--- src/rtl/game_seq_pkg.sv ---
// Shared types and constants for the game sequencer and its tally counters.
package game_seq_pkg;

  localparam int unsigned TALLY_W = 5;

  typedef enum logic [2:0] {
    IDLE,
    RESET,
    LOAD,
    RUN,
    REPORT
  } state_t;

  typedef enum logic [1:0] {
    RES_GAMEOVER = 2'b00,
    RES_TIMEOUT  = 2'b01,
    RES_ABORT    = 2'b10
  } res_code_t;

  localparam logic [1:0] WHO_NONE   = 2'b00;
  localparam logic [1:0] WHO_LOSER  = 2'b01;
  localparam logic [1:0] WHO_WINNER = 2'b10;

endpackage

--- src/rtl/game_sat_tally.sv ---
// Clear/enable up-counter that sticks at all-ones instead of wrapping.
module game_sat_tally
  import game_seq_pkg::*;
(
  input  logic               clk_i,
  input  logic               rst_i,
  input  logic               clr_i,
  input  logic               en_i,
  output logic [TALLY_W-1:0] cnt_o
);

  logic [TALLY_W-1:0] cnt_q;

  always_ff @(posedge clk_i) begin
    if (rst_i || clr_i) begin
      cnt_q <= '0;
    end else if (en_i && (cnt_q != '1)) begin
      cnt_q <= cnt_q + TALLY_W'(1);
    end
  end

  assign cnt_o = cnt_q;

endmodule

--- src/rtl/game_sequencer.sv ---
// Sequences one counter game per host command and returns a result record.
// Optional abort input enabled by defining GAME_SEQ_ABORT_EN.
module game_sequencer
  import game_seq_pkg::*;
#(
  parameter int unsigned COUNTER_SIZE = 4,
  parameter int unsigned RST_CYCLES   = 2,
  parameter int unsigned INIT_CYCLES  = 2,
  parameter int unsigned RUN_CYCLES   = 500,
  parameter int unsigned CYC_W        = $clog2(RUN_CYCLES + 1)
) (
  input  logic                    clk,
  input  logic                    rst,
  input  logic                    cmd_valid,
  output logic                    cmd_ready,
  input  logic [1:0]              cmd_ctrl,
  input  logic [COUNTER_SIZE-1:0] cmd_load,
  output logic                    ctr_rst_l,
  output logic                    ctr_init,
  output logic [1:0]              ctr_ctrl,
  output logic [COUNTER_SIZE-1:0] ctr_load,
  input  logic                    ctr_winner,
  input  logic                    ctr_loser,
  input  logic [1:0]              ctr_who,
  input  logic                    ctr_gameover,
`ifdef GAME_SEQ_ABORT_EN
  input  logic                    abort,
`endif
  output logic                    res_valid,
  input  logic                    res_ready,
  output logic [1:0]              res_code,
  output logic [1:0]              res_who,
  output logic [TALLY_W-1:0]      res_wins,
  output logic [TALLY_W-1:0]      res_losses,
  output logic [CYC_W-1:0]        res_cycles
);

  localparam int unsigned PH_MAX = (RST_CYCLES > INIT_CYCLES) ? RST_CYCLES : INIT_CYCLES;
  localparam int unsigned PH_W   = $clog2(PH_MAX + 1);
  localparam logic [PH_W-1:0]  RST_LAST  = PH_W'(RST_CYCLES - 1);
  localparam logic [PH_W-1:0]  INIT_LAST = PH_W'(INIT_CYCLES - 1);
  localparam logic [CYC_W-1:0] RUN_LAST  = CYC_W'(RUN_CYCLES - 1);

  state_t                  state_q;
  logic [PH_W-1:0]         ph_q;
  logic [CYC_W-1:0]        cycles_q;
  res_code_t               code_q;
  logic [1:0]              who_q;
  logic                    valid_q;
  logic                    rst_l_q;
  logic                    init_q;
  logic [1:0]              ctrl_q;
  logic [COUNTER_SIZE-1:0] load_q;
  logic                    abort_w;
  logic                    accept_w;
  logic                    win_en_w;
  logic                    lose_en_w;

`ifdef GAME_SEQ_ABORT_EN
  assign abort_w = abort;
`else
  assign abort_w = 1'b0;
`endif

  assign cmd_ready = (state_q == IDLE);
  assign accept_w  = cmd_valid && cmd_ready;
  // Pulses are dropped on an abort cycle so the record reflects only completed RUN cycles.
  assign win_en_w  = (state_q == RUN) && ctr_winner && !abort_w;
  assign lose_en_w = (state_q == RUN) && ctr_loser  && !abort_w;

  always_ff @(posedge clk) begin
    if (rst) begin
      state_q  <= IDLE;
      ph_q     <= '0;
      cycles_q <= '0;
      code_q   <= RES_GAMEOVER;
      who_q    <= WHO_NONE;
      valid_q  <= 1'b0;
      rst_l_q  <= 1'b0;
      init_q   <= 1'b0;
      ctrl_q   <= '0;
      load_q   <= '0;
    end else begin
      case (state_q)
        IDLE: begin
          if (accept_w) begin
            ctrl_q   <= cmd_ctrl;
            load_q   <= cmd_load;
            cycles_q <= '0;
            code_q   <= RES_GAMEOVER;
            who_q    <= WHO_NONE;
            ph_q     <= '0;
            state_q  <= RESET;
          end
        end
        RESET: begin
          if (abort_w) begin
            state_q <= REPORT;
            valid_q <= 1'b1;
            code_q  <= RES_ABORT;
            who_q   <= WHO_NONE;
          end else if (ph_q == RST_LAST) begin
            ph_q    <= '0;
            rst_l_q <= 1'b1;
            init_q  <= 1'b1;
            state_q <= LOAD;
          end else begin
            ph_q <= ph_q + PH_W'(1);
          end
        end
        LOAD: begin
          if (abort_w) begin
            state_q <= REPORT;
            valid_q <= 1'b1;
            rst_l_q <= 1'b0;
            init_q  <= 1'b0;
            code_q  <= RES_ABORT;
            who_q   <= WHO_NONE;
          end else if (ph_q == INIT_LAST) begin
            ph_q    <= '0;
            init_q  <= 1'b0;
            state_q <= RUN;
          end else begin
            ph_q <= ph_q + PH_W'(1);
          end
        end
        RUN: begin
          if (abort_w) begin
            state_q <= REPORT;
            valid_q <= 1'b1;
            rst_l_q <= 1'b0;
            code_q  <= RES_ABORT;
            who_q   <= WHO_NONE;
          end else begin
            cycles_q <= cycles_q + CYC_W'(1);
            if (ctr_gameover || (cycles_q == RUN_LAST)) begin
              state_q <= REPORT;
              valid_q <= 1'b1;
              rst_l_q <= 1'b0;
              who_q   <= ctr_who;
              code_q  <= ctr_gameover ? RES_GAMEOVER : RES_TIMEOUT;
            end
          end
        end
        REPORT: begin
          if (res_ready) begin
            valid_q <= 1'b0;
            state_q <= IDLE;
          end
        end
        default: state_q <= IDLE;
      endcase
    end
  end

  game_sat_tally u_wins (
    .clk_i (clk),
    .rst_i (rst),
    .clr_i (accept_w),
    .en_i  (win_en_w),
    .cnt_o (res_wins)
  );

  game_sat_tally u_losses (
    .clk_i (clk),
    .rst_i (rst),
    .clr_i (accept_w),
    .en_i  (lose_en_w),
    .cnt_o (res_losses)
  );

  assign ctr_rst_l  = rst_l_q;
  assign ctr_init   = init_q;
  assign ctr_ctrl   = ctrl_q;
  assign ctr_load   = load_q;
  assign res_valid  = valid_q;
  assign res_code   = code_q;
  assign res_who    = who_q;
  assign res_cycles = cycles_q;

endmodule

--- config.mk ---
export PLATFORM = sky130hd
export DESIGN_NAME = game_sequencer
export DESIGN_NICKNAME = d
export VERILOG_FILES = /design/src/rtl/game_seq_pkg.sv /design/src/rtl/game_sat_tally.sv /design/src/rtl/game_sequencer.sv
export SDC_FILE = /design/constraint.sdc
export NUM_CORES = 1
export LEC_CHECK = 0
export ABC_AREA = 1
export CAP_MARGIN = 20
export CORE_ASPECT_RATIO = 1.4
export CORE_UTILIZATION = 47
export DETAILED_ROUTE_END_ITERATION = 12
export PLACE_DENSITY_LB_ADDON = 0.12
export SYNTH_ARGS = -nofsm -noshare
export SYNTH_HDL_FRONTEND = slang
export SYNTH_SLANG_ARGS = --single-unit
--- constraint.sdc ---
create_clock -name clk -period 1.6 [get_ports clk]
set_input_delay 0.16 -clock clk [delete_from_list [all_inputs] [get_ports clk]]
set_output_delay 0.16 -clock clk [all_outputs]
set_load 0.01 [all_outputs]
# [Word level (Yosys, flattened, before mapping)]
# Cells that the tools add are included.
[op_classes] n_addsub=4 multipliers=0 n_div=0 n_lt_le_gt_ge=0 eq_ne=13 shift=0 muxes=24 bitwise_logic=0 n_reduce_logical=22
[op_table] cell="$pmux 9 s2" n=1
[op_table] cell="$mux 3" n=5
[op_table] cell="$pmux 3 s5" n=1
[op_table] cell="$pmux 2 s2" n=3
[op_table] cell="$reduce_and 3->1" n=4
[op_table] cell="$add 5x1->5 const B" n=2
[op_table] cell="$ne 5x5->1 const B" n=2
[op_table] cell="$reduce_bool 2->1" n=5
[op_table] cell="$add 9x1->9 const B" n=1
[op_table] cell="$eq 9x9->1 const B" n=1
[op_table] cell="$mux 9" n=1
[op_table] cell="$mux 2" n=4
[op_table] cell="$eq 3x2->1 const B" n=2
[op_table] cell="$mux 1" n=6
[op_table] cell="$ne 2x2->1 const B" n=3
[op_table] cell="$pmux 1 s2" n=3
[op_table] cell="$reduce_and 2->1" n=3
[op_table] cell="$logic_and 1x1->1" n=5
[op_table] cell="$reduce_and 5->1" n=1
[op_table] cell="$ne 2x1->1 const B" n=2
[op_table] cell="$eq 3x1->1 const B" n=1
[op_table] cell="$eq 3x3->1 const B" n=1
[op_table] cell="$logic_not 3->1" n=1
[op_table] cell="$add 2x1->2 const B" n=1
[op_table] cell="other kinds (3)" n=4
[totals] reg_bits=37 latch_bits=0 mem_bits_rw=0 rom_bits=0 in_bits=15 n_memories=0

# [Longest topological paths before layout]
[logic_depth] ltp_word=4 depth_mapped=10

# [Cells and area by module]
# A second synthesis with hierarchy kept.
[unflattened] cells_unflattened=260 hier_area_um2=1791.7
[modules_own_cells] mod="game_sequencer" n_inst=1 cells_per_inst=190 area_each_um2=1281.2 seq_area_each_um2=520.5
[modules_own_cells] mod="game_sat_tally" n_inst=2 cells_per_inst=35 area_each_um2=255.2 seq_area_each_um2=100.1

# [Worst setup path before layout]
# Ideal clock, no wire load.
[synth_path] path_type="register -> register" from="register u_losses.cnt_q[0] (netlist: u_losses.cnt_o[0])" to="register u_losses.cnt_q[2] (netlist: u_losses.cnt_o[2])" arrival_time_ps=1400 required_ps=1485 slack_ps=85 stages_incl_launch_ff=9 n_path_buf=0 cell_sequence="dfxtp_1 ha_1 inv_1 nor3_1 ha_1 nor3_4 nand2_1 xor2_1 nor2_2"
[synth_between] elab_chain_cells=2 elab_cells_between_ends=3
[synth_lines] item="start: declaration" line_no="game_sat_tally.sv:12" rtl="logic [TALLY_W-1:0] cnt_q;"
[synth_lines] item="start signal: assignment" line_no="game_sat_tally.sv:18" rtl="cnt_q <= cnt_q + TALLY_W'(1);"
[synth_lines] item="branches (longest 2 deep; another with $add 5x1->5)"
# Several ways; the timed one is not identified.
# A chain may end at the register's enable or synchronous reset.

# [Worst setup path after layout]
[layout_path] from="register u_wins.cnt_q[0] (netlist: u_wins.cnt_o[0])" to="register u_wins.cnt_q[3] (netlist: u_wins.cnt_o[3])"
[layout_between] elab_chain_cells=2 elab_cells_between_ends=3
[layout_lines] item="start: declaration" line_no="game_sat_tally.sv:12"
[layout_lines] item="start signal: assignment" line_no="game_sat_tally.sv:18"
[layout_lines] item="branches (longest 2 deep; another with $add 5x1->5)"
# Several ways; the timed one is not identified.

==> impl_metrics.xml <==
<?xml version="1.0" encoding="UTF-8"?>
<metrics>
  <group name="cts">
    <metric name="ctsHtreeMaxLevel" unit="">2</metric>
    <metric name="cts.clk_slew.worst_paths" unit="ns">0.07</metric>
    <metric name="cts_hold_buf" unit="">0</metric>
    <metric name="cts_tree" unit="">built</metric>
    <metric name="worstSkewPairLatency" unit="ns">0.28</metric>
    <metric name="clk_path_buf_depth" unit="">2</metric>
    <metric name="numCtsBuffers" unit="">5</metric>
    <metric name="root_buffer" unit="">clkbuf_8</metric>
    <metric name="clock_sink_count" unit="">36</metric>
  </group>
  <group name="critical_path">
    <metric name="worst_setup_start_kind" unit="">flop</metric>
    <metric name="critical_path_required" unit="ns">1.78</metric>
    <metric name="crit_path_end_kind" unit="">flop</metric>
    <metric name="worst_r2r_startpoint" unit="">u_wins.cnt_o[0]$_SDFFE_PP0P_</metric>
    <metric name="rr_worst_depth" unit="">10</metric>
    <metric name="critPathKind" unit="">flop to flop</metric>
    <metric name="reg2reg_to" unit="">u_wins.cnt_o[3]$_SDFFE_PP0P_</metric>
    <metric name="setup.reg_to_reg.worst_slack" unit="ns">0.13</metric>
    <metric name="timing.critical_path.arrival" unit="ns">1.65</metric>
    <metric name="path_max_fanout" unit="">6</metric>
  </group>
  <group name="timing">
    <metric name="final-setup-viol-count" unit="">0</metric>
    <metric name="layout_min_cycle_time" unit="ns">1.47</metric>
    <metric name="report.final.hold_viol_count" unit="">0</metric>
    <metric name="period_share" unit="%">92.1</metric>
    <metric name="final.setup_skew" unit="ns">0.00324</metric>
    <metric name="worst_slack" unit="ns">0.126</metric>
    <metric name="hold_slack" unit="ns">0.428</metric>
    <metric name="max_freq" unit="MHz">679</metric>
    <metric name="rsz0062_at_grt" unit="">true</metric>
    <metric name="drv_slew" unit="">0</metric>
  </group>
  <group name="cells_and_area">
    <metric name="final_design_instance_area_without_fill" unit="mm^2">0.00233</metric>
    <metric name="area_growth_from_synthesis_to_final_layout" unit="%">35.8</metric>
    <metric name="post-route-util" unit="%">67.7</metric>
    <metric name="drive_above_1_share" unit="%">9.73</metric>
    <metric name="antenna-diode-count" unit="">0</metric>
    <metric name="finish.net_count" unit="">317</metric>
  </group>
  <group name="detailed_routing">
    <metric name="first_drt_iteration_drcs" unit="">43</metric>
    <metric name="route.final.wire_length" unit="mm">3.66</metric>
    <metric name="vias" unit="">1634</metric>
    <metric name="routedWlPerCell" unit="um">10.8</metric>
    <metric name="postRouteAntennaNets" unit="">0</metric>
    <metric name="drt_first_pass_iters" unit="">4</metric>
    <metric name="route.detailed.drc" unit="">0</metric>
    <metric name="drt-vias-per-instance" unit="">4.83</metric>
  </group>
  <group name="global_route">
    <metric name="initial_antenna_violation_count" unit="">0</metric>
    <metric name="global_route.overflow_total" unit="">0</metric>
    <metric name="maximum_number_of_pins_on_one_net_before_global_route_repair" unit="">20</metric>
    <metric name="global_routing_usage_summed_across_all_routing_layers" unit="%">20.8</metric>
    <metric name="grt_pass1_vias" unit="">1397</metric>
    <metric name="first_pass_grt_wire_length" unit="mm">5.92</metric>
  </group>
  <group name="min_path">
    <metric name="worst_hold_path_stage_count" unit="">3</metric>
    <metric name="min-delay-path-class" unit="">input pin to flop</metric>
    <metric name="hold_path.startpoint" unit="">cmd_load[3]</metric>
    <metric name="worst_hold_path_ep" unit="">ctr_load[3]$_SDFFE_PP0P_</metric>
  </group>
  <group name="power_and_ir_drop">
    <metric name="internal_power" unit="mW">1.80</metric>
    <metric name="p_sw" unit="mW">1.01</metric>
    <metric name="post-layout-total-power" unit="mW">2.81</metric>
    <metric name="sequentialPowerShare" unit="%">39.3</metric>
    <metric name="pd_cells" unit="mW/mm^2">1210</metric>
    <metric name="clock_power_share" unit="%">23.5</metric>
    <metric name="ir_drop" unit="V">0.000803</metric>
    <metric name="pwr-share-comb" unit="%">37.3</metric>
    <metric name="leakagePower" unit="nW">0.934</metric>
    <metric name="sw_frac_of_total" unit="%">35.9</metric>
  </group>
  <group name="floorplanning">
    <metric name="dieWidth" unit="um">53.1</metric>
    <metric name="std_cell_rows" unit="">25</metric>
    <metric name="design.core.area" unit="mm^2">0.00344</metric>
    <metric name="die_y" unit="um">73.5</metric>
    <metric name="effective_utilization_at_floorplan" unit="%">49.9</metric>
    <metric name="die_area" unit="mm^2">0.00390</metric>
    <metric name="num_ports" unit="">48</metric>
  </group>
  <group name="yosys">
    <metric name="yosys_warnings" unit="">0</metric>
    <metric name="syn_inst" unit="">244</metric>
    <metric name="synth-seq-area-share" unit="%">42.0</metric>
    <metric name="postSynthNetCount" unit="">264</metric>
    <metric name="ys_async_sr_fraction" unit="%">0</metric>
    <metric name="yosys_register_bits" unit="">36</metric>
    <metric name="ys.flop_type" unit="">dfxtp_1</metric>
    <metric name="number_of_distinct_library_cell_variants_in_the_gate_level_netlist_after_synthesis" unit="">29</metric>
    <metric name="syn-mean-instance-area" unit="um^2">7.03</metric>
    <metric name="synth-edff-count" unit="">0</metric>
    <metric name="mappedNetlistArea" unit="mm^2">0.00172</metric>
  </group>
  <group name="placed_design">
    <metric name="detailedPlace.worstSlack" unit="ns">0.0236</metric>
    <metric name="detailed_place.area" unit="mm^2">0.00221</metric>
    <metric name="portBuffers" unit="">46</metric>
    <metric name="post_detail_place_hpwl" unit="mm">2.68</metric>
    <metric name="gp_routability_congestion" unit="">0.820</metric>
  </group>
  <group name="status">
    <metric name="outcome" unit="">complete, no violations</metric>
  </group>
  <group name="flow_run">
    <metric name="drv_cap" unit="">0</metric>
  </group>
</metrics>
Yosys cell counts, types with 2 or more instances:
library cell / number / area, um^2
a21oi_1: 31 / 155
buf_4: 3 / 22.5
clkbuf_1: 2 / 7.51
dfxtp_1: 36 / 721
ha_1: 5 / 62.6
inv_1: 29 / 109
inv_2: 2 / 7.51
nand2_1: 65 / 244
nand3_1: 13 / 65.1
nor2_1: 27 / 101
nor2_2: 2 / 12.5
nor3_1: 5 / 25.0
o21a_1: 2 / 15.0
o21ai_0: 6 / 30.0
or2_2: 2 / 12.5
per-layer routing:
metal  up-vias  part of all wire [%]  GRT usage, %
met5         -                     0             0
met4         0                   1.8          8.77
met3         7                   5.1          6.63
met2        34                    49          34.5
met1       717                    44          24.0
li1        876                     -             -
timing repair:
item | in CTS | in global routing
setup endpoints to repair | 1 | 11
buffers inserted | 0 | 2
gates resized for setup | 1 | 7
pin swaps | 0 | 2
state kept, by name (all words and copies together) (netlist names), 2 cells and up:
signal,cells
res_who,2
ph_q,2
state_q,3
res_cycles,9
u_losses.cnt_o,5
ctr_ctrl,2
u_wins.cnt_o,5
ctr_load,4
placed cells by master, fill, tap and decap left out, types with 4 or more instances in the layout:
cell,n
clkdlybuf4s50_1,45
nand3_1,13
o21ai_0,6
inv_1,29
clkbuf_8,6
buf_4,6
ha_1,4
nor3_1,5
nor2_1,27
a21oi_1,31
nand2_1,64
dfxtp_2,4
dfxtp_1,32
power groups by stage:
stage | registers [mW] | clock network, mW | logic, mW
2_1_floorplan | 1.13 | 0 | 0.716
3_3_place_gp | 1.12 | 0 | 1.05
3_5_place_dp | 1.12 | 0 | 1.06
4_1_cts | 1.10 | 0.678 | 1.05
5_1_grt | 1.12 | 0.717 | 1.18
6_report | 1.10 | 0.660 | 1.05
how the worst max path moves through the flow:
stage                              startpoint                        endpoint  depth (start not counted)
3_5_place_dp   u_losses.cnt_o[1]$_SDFFE_PP0P_  u_losses.cnt_o[2]$_SDFFE_PP0P_                          8
5_1_grt          u_wins.cnt_o[0]$_SDFFE_PP0P_    u_wins.cnt_o[3]$_SDFFE_PP0P_                         10
6_report         u_wins.cnt_o[0]$_SDFFE_PP0P_    u_wins.cnt_o[3]$_SDFFE_PP0P_                         10
3_3_place_gp   u_losses.cnt_o[1]$_SDFFE_PP0P_  u_losses.cnt_o[2]$_SDFFE_PP0P_                          8
2_1_floorplan  u_losses.cnt_o[0]$_SDFFE_PP0P_  u_losses.cnt_o[2]$_SDFFE_PP0P_                          8
4_1_cts        u_losses.cnt_o[1]$_SDFFE_PP0P_  u_losses.cnt_o[2]$_SDFFE_PP0P_                          8
worst max-delay path: stages, from the launching register on:
cell	delay (ns)
dfxtp_2	0.34
ha_1	0.20
inv_1	0.06
nor3_1	0.04
ha_1	0.17
nor2_1	0.13
nand2_2	0.10
inv_4	0.09
nand2_1	0.06
o21bai_1	0.12
a21oi_1	0.05
final cells by class:
class                           count  area (um^2)
Fill cell                         307         1110
Multi-Input combinational cell    170          837
Sequential cell                    36          726
Timing Repair Buffer               52          504
Inverter                           32          123
Clock buffer                        8         90.1
Tap cell                           40         50.0
cells by family after synthesis:
group | share of synthesized area [%]
AO/OA/AOI/OAI | 13.0
flip-flops | 42.0
other | 0.219
AND/OR/NAND/NOR | 30.6
XOR/XNOR | 1.02
buffers and inverters | 9.48
adder cells (fa/ha/maj) | 3.65
through the flow:
step	TNS, ns	cells
floorplan	0	244
global route	-0.0230	338
CTS	0	336
detailed placement	0	328
finish	0	338
global placement	0	328
(Power assumes the default switching activity.)
